### src/rtl/uart_pkg.sv
// rtl/uart_pkg.sv - shared UART receiver/transmitter types and default frame constants
package uart_pkg;

    localparam int UART_DATA_BITS  = 8;
    localparam int UART_OVERSAMPLE = 16;

    typedef enum logic [2:0] {
        IDLE,
        START,
        DATA,
        PARITY,
        STOP,
        BREAK
    } rx_state_t;

endpackage

### src/rtl/uart_rx_frame_if.sv
// rtl/uart_rx_frame_if.sv - receiver line/result bundle (parity_err present with UART_RX_PARITY_EN)
interface uart_rx_frame_if #(
    parameter int DATA_BITS = uart_pkg::UART_DATA_BITS
);

    logic                 baud_tick;
    logic                 rx;
    logic [DATA_BITS-1:0] rx_data;
    logic                 rx_valid;
    logic                 frame_err;
    logic                 busy;
`ifdef UART_RX_PARITY_EN
    logic                 parity_err;

    modport master (output baud_tick, rx,
                    input  rx_data, rx_valid, frame_err, parity_err, busy);
    modport slave  (input  baud_tick, rx,
                    output rx_data, rx_valid, frame_err, parity_err, busy);
`else
    modport master (output baud_tick, rx,
                    input  rx_data, rx_valid, frame_err, busy);
    modport slave  (input  baud_tick, rx,
                    output rx_data, rx_valid, frame_err, busy);
`endif

endinterface

### src/rtl/uart_sync2.sv
// rtl/uart_sync2.sv - two-flop synchroniser with configurable reset value
module uart_sync2 #(
    parameter logic RESET_VAL = 1'b1
) (
    input  logic clk,
    input  logic rst_n,
    input  logic i_d,
    output logic o_q
);

    logic r_meta;
    logic r_sync;

    // Two flops in series; only r_sync is safe to use downstream
    always_ff @(posedge clk or negedge rst_n) begin
        if (!rst_n) begin
            r_meta <= RESET_VAL;
            r_sync <= RESET_VAL;
        end else begin
            r_meta <= i_d;
            r_sync <= r_meta;
        end
    end

    assign o_q = r_sync;

endmodule

### src/rtl/uart_rx_frame.sv
// rtl/uart_rx_frame.sv - oversampling UART receive framer; even parity stage with UART_RX_PARITY_EN
module uart_rx_frame import uart_pkg::*; #(
    parameter int DATA_BITS  = UART_DATA_BITS,
    parameter int OVERSAMPLE = UART_OVERSAMPLE
) (
    input  logic          clk,
    input  logic          rst_n,
    uart_rx_frame_if.slave bus
);

    localparam int TW = $clog2(OVERSAMPLE);
    localparam int BW = $clog2(DATA_BITS + 1);
    localparam logic [TW-1:0] HALF_LAST = TW'(OVERSAMPLE / 2 - 1);
    localparam logic [TW-1:0] FULL_LAST = TW'(OVERSAMPLE - 1);
    localparam logic [BW-1:0] BIT_LAST  = BW'(DATA_BITS - 1);

    logic                 w_rx_s;
    rx_state_t            r_state,  w_state_nx;
    logic [TW-1:0]        r_tick,   w_tick_nx;
    logic [BW-1:0]        r_bit,    w_bit_nx;
    logic [DATA_BITS-1:0] r_sh,     w_sh_nx;
    logic [DATA_BITS-1:0] r_data,   w_data_nx;
    logic                 r_valid,  w_valid_nx;
    logic                 r_ferr,   w_ferr_nx;
`ifdef UART_RX_PARITY_EN
    logic                 r_par_bad, w_par_bad_nx;
    logic                 r_perr,    w_perr_nx;
`endif

    uart_sync2 #(.RESET_VAL(1'b1)) u_sync (
        .clk   (clk),
        .rst_n (rst_n),
        .i_d   (bus.rx),
        .o_q   (w_rx_s)
    );

    // State, counters, shift register and registered result pulses
    always_ff @(posedge clk or negedge rst_n) begin
        if (!rst_n) begin
            r_state   <= IDLE;
            r_tick    <= '0;
            r_bit     <= '0;
            r_sh      <= '0;
            r_data    <= '0;
            r_valid   <= 1'b0;
            r_ferr    <= 1'b0;
`ifdef UART_RX_PARITY_EN
            r_par_bad <= 1'b0;
            r_perr    <= 1'b0;
`endif
        end else begin
            r_state   <= w_state_nx;
            r_tick    <= w_tick_nx;
            r_bit     <= w_bit_nx;
            r_sh      <= w_sh_nx;
            r_data    <= w_data_nx;
            r_valid   <= w_valid_nx;
            r_ferr    <= w_ferr_nx;
`ifdef UART_RX_PARITY_EN
            r_par_bad <= w_par_bad_nx;
            r_perr    <= w_perr_nx;
`endif
        end
    end

    // Next-state and sampling decisions; everything holds between baud ticks
    always_comb begin
        w_state_nx   = r_state;
        w_tick_nx    = r_tick;
        w_bit_nx     = r_bit;
        w_sh_nx      = r_sh;
        w_data_nx    = r_data;
        w_valid_nx   = 1'b0;
        w_ferr_nx    = 1'b0;
`ifdef UART_RX_PARITY_EN
        w_par_bad_nx = r_par_bad;
        w_perr_nx    = 1'b0;
`endif
        if (bus.baud_tick) begin
            w_tick_nx = r_tick + TW'(1);
            case (r_state)
                IDLE: begin
                    if (!w_rx_s) w_state_nx = START;
                end
                START: begin
                    if (r_tick == HALF_LAST) w_state_nx = w_rx_s ? IDLE : DATA;
                end
                DATA: begin
                    if (r_tick == FULL_LAST) begin
                        w_sh_nx   = {w_rx_s, r_sh[DATA_BITS-1:1]};
                        w_tick_nx = '0;
                        w_bit_nx  = r_bit + BW'(1);
                        if (r_bit == BIT_LAST) begin
`ifdef UART_RX_PARITY_EN
                            w_state_nx = PARITY;
`else
                            w_state_nx = STOP;
`endif
                        end
                    end
                end
`ifdef UART_RX_PARITY_EN
                PARITY: begin
                    if (r_tick == FULL_LAST) begin
                        w_par_bad_nx = w_rx_s ^ (^r_sh);
                        w_state_nx   = STOP;
                    end
                end
`endif
                STOP: begin
                    if (r_tick == FULL_LAST) begin
`ifdef UART_RX_PARITY_EN
                        w_perr_nx = r_par_bad;
`endif
                        if (w_rx_s) begin
                            w_data_nx  = r_sh;
                            w_valid_nx = 1'b1;
                            w_state_nx = IDLE;
                        end else begin
                            w_ferr_nx  = 1'b1;
                            w_state_nx = BREAK;
                        end
                    end
                end
                BREAK: begin
                    if (w_rx_s) w_state_nx = IDLE;
                end
                default: w_state_nx = IDLE;
            endcase
            // Both counters restart from zero whenever the state changes
            if (w_state_nx != r_state) begin
                w_tick_nx = '0;
                w_bit_nx  = '0;
            end
        end
    end

    assign bus.rx_data    = r_data;
    assign bus.rx_valid   = r_valid;
    assign bus.frame_err  = r_ferr;
    assign bus.busy       = (r_state != IDLE);
`ifdef UART_RX_PARITY_EN
    assign bus.parity_err = r_perr;
`endif

endmodule

### src/flat_wrapper.sv
// flat-port wrapper written by rule: the top's interface ports become plain ports
module uart_rx_frame_flat import uart_pkg::*;
#(
    parameter int DATA_BITS  = UART_DATA_BITS,
    parameter int OVERSAMPLE = UART_OVERSAMPLE
)
  (clk, rst_n, bus_baud_tick, bus_rx, bus_rx_data, bus_rx_valid, bus_frame_err, bus_busy);
  uart_rx_frame_if #(.DATA_BITS(DATA_BITS)) bus_i ();
  input  logic clk;
  input  logic rst_n;
  input wire logic [$bits(bus_i.baud_tick)-1:0] bus_baud_tick;
  input wire logic [$bits(bus_i.rx)-1:0] bus_rx;
  output wire logic [$bits(bus_i.rx_data)-1:0] bus_rx_data;
  output wire logic [$bits(bus_i.rx_valid)-1:0] bus_rx_valid;
  output wire logic [$bits(bus_i.frame_err)-1:0] bus_frame_err;
  output wire logic [$bits(bus_i.busy)-1:0] bus_busy;
  assign bus_i.baud_tick = bus_baud_tick;
  assign bus_i.rx = bus_rx;
  assign bus_rx_data = bus_i.rx_data;
  assign bus_rx_valid = bus_i.rx_valid;
  assign bus_frame_err = bus_i.frame_err;
  assign bus_busy = bus_i.busy;
  uart_rx_frame #(.DATA_BITS(DATA_BITS), .OVERSAMPLE(OVERSAMPLE)) u_core (.clk(clk), .rst_n(rst_n), .bus(bus_i));
endmodule
### config.mk
export PLATFORM = sky130hd
export DESIGN_NAME = uart_rx_frame_flat
export DESIGN_NICKNAME = d
export VERILOG_FILES = /design/src/rtl/uart_pkg.sv /design/src/rtl/uart_rx_frame_if.sv /design/src/rtl/uart_sync2.sv /design/src/rtl/uart_rx_frame.sv /design/src/flat_wrapper.sv
export SDC_FILE = /design/constraint.sdc
export NUM_CORES = 1
export LEC_CHECK = 0
export ABC_AREA = 1
export ABC_CLOCK_PERIOD_IN_PS = 1900
export CAP_MARGIN = 10
export CORE_ASPECT_RATIO = 1.1
export CORE_UTILIZATION = 45
export DETAILED_ROUTE_END_ITERATION = 8
export MAX_ROUTING_LAYER = met4
export PLACE_DENSITY = 0.65
export SYNTH_ARGS = -nofsm -noshare
export SYNTH_HDL_FRONTEND = slang
export SYNTH_SLANG_ARGS = --single-unit
### constraint.sdc
create_clock -name clk -period 1.9 [get_ports clk]
set_input_delay 0.38 -clock clk [delete_from_list [all_inputs] [get_ports clk]]
set_output_delay 0.38 -clock clk [all_outputs]
set_load 0.03 [all_outputs]
### Word-level counts from Yosys, hierarchy flattened

Cells that the tools add are included.

| storage, ports and cells | value |
|---|---|
| flip-flop bits (word level) | 31 |
| word-level logic and storage cells | 50 |

| cells by class | value |
|---|---|
| add/subtract/negate cells | 2 |
| equal/unequal tests | 8 |
| muxes and demuxes | 24 |
| reductions and logical operators | 7 |

Operator list:

| cell | number |
|---|---|
| $mux 3 | 8 |
| $mux 4 | 6 |
| $pmux 3 s5 | 1 |
| $add 4x1->4 const B | 2 |
| $eq 4x3->1 const B | 2 |
| $mux 1 | 8 |
| $eq 3x3->1 const B | 2 |
| $reduce_and 3->1 | 2 |
| $eq 4x4->1 const B | 1 |
| $reduce_and 4->1 | 1 |
| $reduce_bool 2->1 | 2 |
| $eq 3x1->1 const B | 1 |
| $eq 3x2->1 const B | 1 |
| $logic_not 3->1 | 1 |
| $ne 3x3->1 | 1 |
| $reduce_bool 3->1 | 1 |
| $mux 2 | 1 |

### Longest topological paths before layout

Gate-level depths: netlist of the first run.

| depth | value |
|---|---|
| word-level depth | 8 |
| depth in mapped cells | 9 |

### Modules after synthesis

From an unflattened synthesis of the first run, not the netlist that was laid out.

| unflattened totals | value |
|---|---|
| cells, all modules | 158 |
| area total of the unflattened synthesis | 1437.6 um2 |

By module, submodules not included:

| module | instances | cells each | area each (um2) | sequential area each (um2) |
|---|---|---|---|---|
| uart_rx_frame | 1 | 156 | 1385.1 | 725.7 |
| uart_sync2 | 1 | 2 | 52.6 | 52.6 |

### Worst setup path before layout of the first run

Ideal clock, no wire load.

| timing | value |
|---|---|
| path type | register to register |
| start point | register u_core.r_tick[0] |
| end point | register u_core.r_bit[3] |
| arrival time | 1.327 ns |
| slack | 0.454 ns |
| cell stages (with the launch flop) | 9 |
| path buffers | 0 |
| period minus slack after synthesis | 1.446 ns |
| cells stage by stage | dfrtp_1 > ha_1 > nand4_2 > nand2_1 > nand2_1 > o21ai_2 > nor2_4 > nor2_4 > nor2_1 |

| on the way | value |
|---|---|
| word-level cells in the longest chain between the ends | 7 |

RTL lines:

| item | RTL line | text |
|---|---|---|
| from (decl) | uart_rx_frame.sv:19 | `logic [TW-1:0] r_tick, w_tick_nx;` |
| from (signal assigned) | uart_rx_frame.sv:53 | `r_tick <= w_tick_nx;` |
| $eq 4x4->1 or $eq 4x3->1 (tied branches) | uart_rx_frame.sv:89, uart_rx_frame.sv:111, uart_rx_frame.sv:86 |  |
| $mux 3 (on tied branches) | uart_rx_frame.sv:111, uart_rx_frame.sv:86, uart_rx_frame.sv:89 |  |
| $pmux 3 s5 | uart_rx_frame.sv:81 | `case (r_state)` |
| $mux 3 | uart_rx_frame.sv:79 | `if (bus.baud_tick) begin` |
| $ne 3x3->1 | uart_rx_frame.sv:131 | `if (w_state_nx != r_state) begin` |
| $reduce_bool 2->1 (no source line) | n/a |  |
| $reduce_and 3->1 (no source line) | n/a |  |
| to (signal assigned) | uart_rx_frame.sv:54 | `r_bit <= w_bit_nx;` |
| to (decl) | uart_rx_frame.sv:20 | `logic [BW-1:0] r_bit, w_bit_nx;` |

Several ways; a longest one is shown, not always the timed one. The select of a mux whose other input is x is not followed.
A chain may end at the register's enable or synchronous reset.

### Final worst setup path of the first run

| timing | value |
|---|---|
| start point | register u_core.r_data[4], in the netlist u_core.bus.rx_data[4] |
| end point | output port bus_rx_data[4] |

RTL lines:

| item | RTL line | text |
|---|---|---|
| from (decl) | uart_rx_frame.sv:22 | `logic [DATA_BITS-1:0] r_data, w_data_nx;` |
| from (signal assigned) | uart_rx_frame.sv:56 | `r_data <= w_data_nx;` |
| to (decl) | flat_wrapper.sv:13 | `output wire logic [$bits(bus_i.rx_data)-1:0] bus_rx_data;` |

No word-level cell between the ends.

==> metrics.md, run 1 <==
| Metric | Value |
|---|---|
| Crit-path max cell delay | `0.68 ns` |
| Tcrit/Tclk final | `0.942` |
| WL/cell | `12.5 um` |
| DRT Pass-1 Iters | `4` |
| Initial antenna violation count | `0` |
| CP Data Arrival Time | `1.41 ns` |
| Cells after synthesis | `152` |
| Setup WS pre-CTS | `0.196 ns` |
| Slew headroom | `0.751` |
| Synth Cell Area | `0.00146 mm^2` |
| Largest area contributor in the netlist | `dfrtp_1` |
| # fillers | `276` |
| PortBufs | `14` |
| Setup CP Type | `reg2out` |
| Leak | `0.806 nW` |
| Multi-input gate area | `599 um^2` |
| Max Root-Sink Buffers | `2` |
| Via-to-Cell Ratio | `5.19` |
| Worst Path Buf+Inv | `1` |
| Final #Nets | `180` |
| Die W | `56.2 um` |
| CP Launch Type | `register` |
| Hold slack | `0.361 ns` |
| Slew at the pin closest to its max-slew limit | `0.374 ns` |
| Layout Area Growth over Synthesis | `17.4%` |
| Status | `finished clean` |
| Ant diodes | `0` |
| Sw Ratio | `0.344` |
| Initial Util | `0.474` |
| Maxcap violations | `0` |
| PwrDens | `874 mW/mm^2` |
| Final worst setup slack | `0.109 ns` |
| CTS Hold Bufs | `0` |
| Detail Placement HPWL | `1.88 mm` |
| CTS Buf Count | `5` |
| Global-route wire length before repair | `4.77 mm` |
| Ys Warns | `0` |
| Avg Inst Size Synth | `9.58 um^2` |
| H-tree levels | `2` |
| Sequential element share of the synthesized area | `0.534` |
| Synth Net Count | `158` |
| Dpl cells | `201` |
| RSZ-0062 raised after global routing | `no` |
| Internal power | `0.000981 W` |
| Via count | `1085` |
| Switching power | `0.000514 W` |
| Max Freq | `558 MHz` |
| Num ports | `15` |
| Clock-pin slew on the worst setup and hold paths | `0.10 ns` |
| Power share of the clock group | `0.258` |
| Max Fanout on Critical Path | `2` |
| Largest cells by area after synthesis | `dfrtp_1 (50%), nand2_1 (8.5%), dfstp_2 (3.6%), nand3_1 (3.1%), o21ai_1 (3.1%)` |
| Clk Latency, worst-skew pair | `0.34 ns` |
| CP delay by family, top | `buffers and inverters` |
| Most frequent cells in the layout | `nand2_1 (33), dfrtp_1 (29), clkdlybuf4s50_1 (13), inv_1 (12)` |
| HP Class | `reg2reg` |
| Vias in the first global route | `1119` |
| Drt drc | `0` |
| Die H | `61.7 um` |
| Clk_skew | `0.00963 ns` |
| Sequential share of power | `0.527` |
| Most common cell after layout, fill and taps aside | `nand2_1` |
| Post-DRT Antenna Nets | `0` |
| Gpl congestion | `0.847` |
| Min Tclk post-route | `1.79 ns` |
| Core footprint | `0.00307 mm^2` |
| Setup Viol. Count Final | `0` |
| Wirelength, routed | `2.61 mm` |
| Largest net degree at the start of global routing | `32` |
| Die footprint | `0.00347 mm^2` |
| Synth Register Bits | `31` |
| Grt ovf | `0` |
| CTS tree | `yes` |
| Peak supply drop | `590 uV` |
| Comb power frac | `0.215` |
| Share of post-route cells with drive strength above 1 | `0.194` |
| Area fraction of the dominant cell type after synthesis | `0.498` |
| Clock sink count | `31` |
| Setup TNS | `0 ns` |
| Synth unique cells | `33` |
| CTS Root Cell | `clkbuf_4` |
| Max Slew Vio Count | `0` |
| Crit. End Element | `output port` |
| Req. time, crit path | `1.52 ns` |
| Final count of hold timing violations | `0` |
| GR Util All Layers | `0.196` |
| Slowest cell on crit path | `clkdlybuf4s50_1` |
| Post-CTS Setup Bufs | `0` |
| Std cell rows | `21` |
| Register area | `778 um^2` |
| Initial drt markers | `27` |
| Non-filler instance count after layout | `209` |
| Crit path cell chain | `clkdlybuf4s50_1` |
## synthesized netlist by cell type, drive strengths merged
library cell / number
clkbuf: 1
dfstp: 2
nand3b: 2
inv: 17
nand3: 10
a21oi: 1
nand2: 36
ha: 2
xor2: 3
o21bai: 1
dfrtp: 29
mux2i: 1
nor2: 15
a41oi: 1
buf: 2
and3b: 1
nor3: 3
o21ai: 18
a31oi: 2
nand4: 5
## layout make-up
type,count,share of cell area
repair buffers,18,0.0988
well taps,34,0.0249
clock buffers,5,0.0219
inverters,17,0.0373
clock inverters,3,0.0117
multi-input cells,101,0.350
flip-flops and latches,31,0.455
## metal layers
metal  share of wire  wire length (um)  up-vias  track usage
li1                -                 -      545            -
met1            0.46              1200      512        0.223
met2            0.47              1240       21        0.311
met3           0.048               125        7       0.0693
met4           0.020                51        0        0.101
met5               0                 0        -            -
## worst paths after layout
check | cells past startpoint | slack, ns | to | from
min in group asynchronous | 2 | 0.40 | u_core.r_tick[1] | rst_n
worst min-delay path | 0 | 0.36 | u_core.u_sync.o_q | u_core.u_sync.r_meta
worst max register to register | 8 | 0.25 | u_core.r_bit[3] | u_core.r_tick[0]
worst min register to register | 0 | 0.36 | u_core.u_sync.o_q | u_core.u_sync.r_meta
worst max-delay path | 1 | 0.11 | bus_rx_data[4] | u_core.bus.rx_data[4]
max in group asynchronous | 2 | 1.17 | u_core.u_sync.o_q | rst_n
## through the flow
stage	power, W	instance area (um^2)	util
3_3_place_gp	0.00111	1650	0.536
2_1_floorplan	0.00102	1460	-
4_1_cts	0.00151	1710	0.555
3_5_place_dp	0.00112	1650	0.536
6_report	0.00150	1710	0.556
5_1_grt	0.00159	1710	0.556
## sequential cells by signal, summed over array words and instances (netlist names)
signal	count
u_core.bus.frame_err	1
u_core.bus.rx_data	8
u_core.bus.rx_valid	1
u_core.r_bit	4
u_core.r_sh	8
u_core.r_state	3
u_core.r_tick	4
u_core.u_sync.o_q	1
u_core.u_sync.r_meta	1
## repair_timing
action                                  in CTS  in global routing
cloned                                       0                  0
endpoints found under the setup margin       1                  1
resized for setup                            1                  1
## logic make-up (layout without fill, tap and decap cells)
| family | after synthesis | count (layout) | synth area share |
|---|---|---|---|
| fa+ha+maj | 2 | 2 | 0.0172 |
| flops | 31 | 31 | 0.534 |
| buf+inv | 20 | 43 | 0.0576 |
| compound gates | 23 | 23 | 0.0979 |
| mux | 1 | 1 | 0.00687 |
| xor+xnor | 3 | 3 | 0.0180 |
| simple gates | 72 | 72 | 0.268 |
## power groups by stage
stage	clock network, W	logic [W]	registers (W)
after global routing	0.000428	0.000364	0.000798
after floorplan	0	0.000224	0.000799
after global placement	0	0.000318	0.000795
after detailed placement	0	0.000327	0.000798
final	0.000386	0.000321	0.000788
after CTS	0.000401	0.000323	0.000785
No activity file was read; power rests on OpenSTA's default activity.
==> inputs of run 2 (changes only) <==
PLACE_DENSITY = 0.66   (was 0.65)
==> metrics.md, run 2 (synthesis results as in run 1) <==
| Metric | Value |
|---|---|
| CTS Hold Bufs | `0 (unchanged)` |
| Max Freq | `559 MHz (+0.13%)` |
| Post-DRT Antenna Nets | `0 (unchanged)` |
| WL/cell | `13.2 um (+5.7%)` |
| Non-filler instance count after layout | `209 (unchanged)` |
| Initial antenna violation count | `0 (unchanged)` |
| Layout Area Growth over Synthesis | `16.8%` |
| Maxcap violations | `0 (unchanged)` |
| Ant diodes | `0 (unchanged)` |
| Slew at the pin closest to its max-slew limit | `0.390 ns (+0.0161 ns)` |
| Max Slew Vio Count | `0 (unchanged)` |
| Crit path cell chain | `nor2_2 -> nand2_1 -> dlygate4sd2_1` |
| Global-route wire length before repair | `4.82 mm (+0.88%)` |
| Worst Path Buf+Inv | `1 (unchanged)` |
| Setup CP Type | `reg2out` |
| Drt drc | `0 (unchanged)` |
| Largest net degree at the start of global routing | `32 (unchanged)` |
| Die W | `56.2 um (unchanged)` |
| Clock-pin slew on the worst setup and hold paths | `0.10 ns (about the same)` |
| Final count of hold timing violations | `0 (unchanged)` |
| Max Root-Sink Buffers | `2 (unchanged)` |
| R2R setup slack | `0.25 ns (about the same)` |
| CP delay by family, top | `flip-flops` |
| CP Data Arrival Time | `1.41 ns (about the same)` |
| Crit path depth | `3 (+2)` |
| Most common cell after layout, fill and taps aside | `nand2_1` |
| Dpl cells | `201 (unchanged)` |
| FF-to-FF Start | `u_core.r_tick[0]` |
| Clk_skew | `0.00570 ns (-0.00393 ns)` |
| GR Util All Layers | `0.193 (-0.00332)` |
| Gpl congestion | `0.833 (-1.7%)` |
| H-tree levels | `2 (unchanged)` |
| PwrDens | `875 mW/mm^2 (about the same)` |
| CTS Root Cell | `clkbuf_4` |
| Vias in the first global route | `1133 (+1.3%)` |
| Crit. End Element | `output port` |
| Num ports | `15 (unchanged)` |
| Core footprint | `0.00307 mm^2 (unchanged)` |
| Max Fanout on Critical Path | `6 (+4)` |
| PortBufs | `14 (unchanged)` |
| Peak supply drop | `637 uV (+8.0%)` |
| Setup Viol. Count Final | `0 (unchanged)` |
| Slew headroom | `0.740 (-0.0108)` |
| HP Class | `reg2reg` |
| Tcrit/Tclk final | `0.941 (-0.00120)` |
| Wirelength, routed | `2.76 mm (+5.7%)` |
| CTS Buf Count | `5 (unchanged)` |
| Initial drt markers | `21 (-22%)` |
| CTS tree | `yes` |
| Leak | `0.806 nW (about the same)` |
| Req. time, crit path | `1.52 ns (about the same)` |
| DRT Pass-1 Iters | `4 (unchanged)` |
| Worst R2R End | `u_core.r_bit[3]` |
| RSZ-0062 raised after global routing | `no` |
| Setup TNS | `0 ns (unchanged)` |
| Detail Placement HPWL | `1.95 mm (+3.5%)` |
| Die H | `61.7 um (unchanged)` |
| Grt ovf | `0 (unchanged)` |
| Status | `finished clean` |
| Register-to-Register Path Depth | `8 (unchanged)` |
| Min Tclk post-route | `1.79 ns (-0.00227 ns)` |
| Worst Hold End | `u_core.u_sync.o_q` |
| Initial Util | `0.474 (unchanged)` |
| Clock sink count | `31 (unchanged)` |
| Std cell rows | `21 (unchanged)` |
| Share of post-route cells with drive strength above 1 | `0.189 (-0.00571)` |
| Hold path startpoint | `u_core.u_sync.r_meta` |
| Final #Nets | `180 (unchanged)` |
| Via count | `1102 (+1.6%)` |
| Clk Latency, worst-skew pair | `0.33 ns (about the same)` |
| CP Launch Type | `register` |
| Most frequent cells in the layout | `nand2_1 (33), dfrtp_1 (29), clkdlybuf4s50_1 (13), inv_1 (12)` |
| Crit-path max cell delay | `0.46 ns (-0.22 ns)` |
| Die footprint | `0.00347 mm^2 (unchanged)` |
| Slowest cell on crit path | `dfrtp_1` |
| Hold-critical path depth | `0 (unchanged)` |
| Via-to-Cell Ratio | `5.27 (+1.6%)` |
==> run 2: worst max-delay path by stage <==
stage	start	to
4_1_cts	u_core.r_state[2]	bus_busy
3_3_place_gp	bus_baud_tick	u_core.r_bit[3]
3_5_place_dp	bus_baud_tick	u_core.r_bit[3]
2_1_floorplan	u_core.r_tick[0]	u_core.r_bit[3]
5_1_grt	u_core.r_state[2]	bus_busy
6_report	u_core.r_state[2]	bus_busy
==> run 2: timing repair <==
action	in CTS	in global routing
setup endpoints to repair	1	0
gates resized for setup	1	0
buffers inserted	0	0
==> run 2: layer usage <==
layer  vias to the layer above  wire [um]  share of wire  global-route usage
met5                         -          0              0                   -
met2                        26       1310           0.48               0.320
met1                       530       1290           0.47               0.221
li1                        540          -              -                   -
met3                         6        114          0.041              0.0378
met4                         0         40          0.014               0.115
==> run 2: area by class of cell <==
type | count | area, um^2
fill | 289 | 1370
clock inverter | 2 | 12.5
clock buffer | 6 | 41.3
multi-input combinational | 101 | 594
inverter | 17 | 63.8
timing repair buffer | 18 | 169
tap | 34 | 42.5
sequential | 31 | 778
==> run 2: report_power, final <==
part / internal, W / total (W) / leakage [nW] / switching, W
clock network: 0.000143 / 0.000382 / 0.0282 / 0.000239
logic: 0.000120 / 0.000320 / 0.393 / 0.000200
registers: 0.000718 / 0.000786 / 0.384 / 0.0000676
total: 0.000981 / 0.00149 / 0.806 / 0.000507
==> run 2: through the flow <==
step / total power [W] / utilization / hold slack, ns / area (um^2) / worst slack [ns]
floorplan: 0.00102 / - / 0.0844 / 1460 / 0.454
global route: 0.00157 / 0.554 / 0.373 / 1700 / 0.0135
global placement: 0.00111 / 0.536 / 0.345 / 1650 / 0.160
detailed placement: 0.00112 / 0.536 / 0.347 / 1650 / 0.0994
CTS: 0.00150 / 0.554 / 0.362 / 1700 / 0.115
finish: 0.00149 / 0.554 / 0.362 / 1700 / 0.112
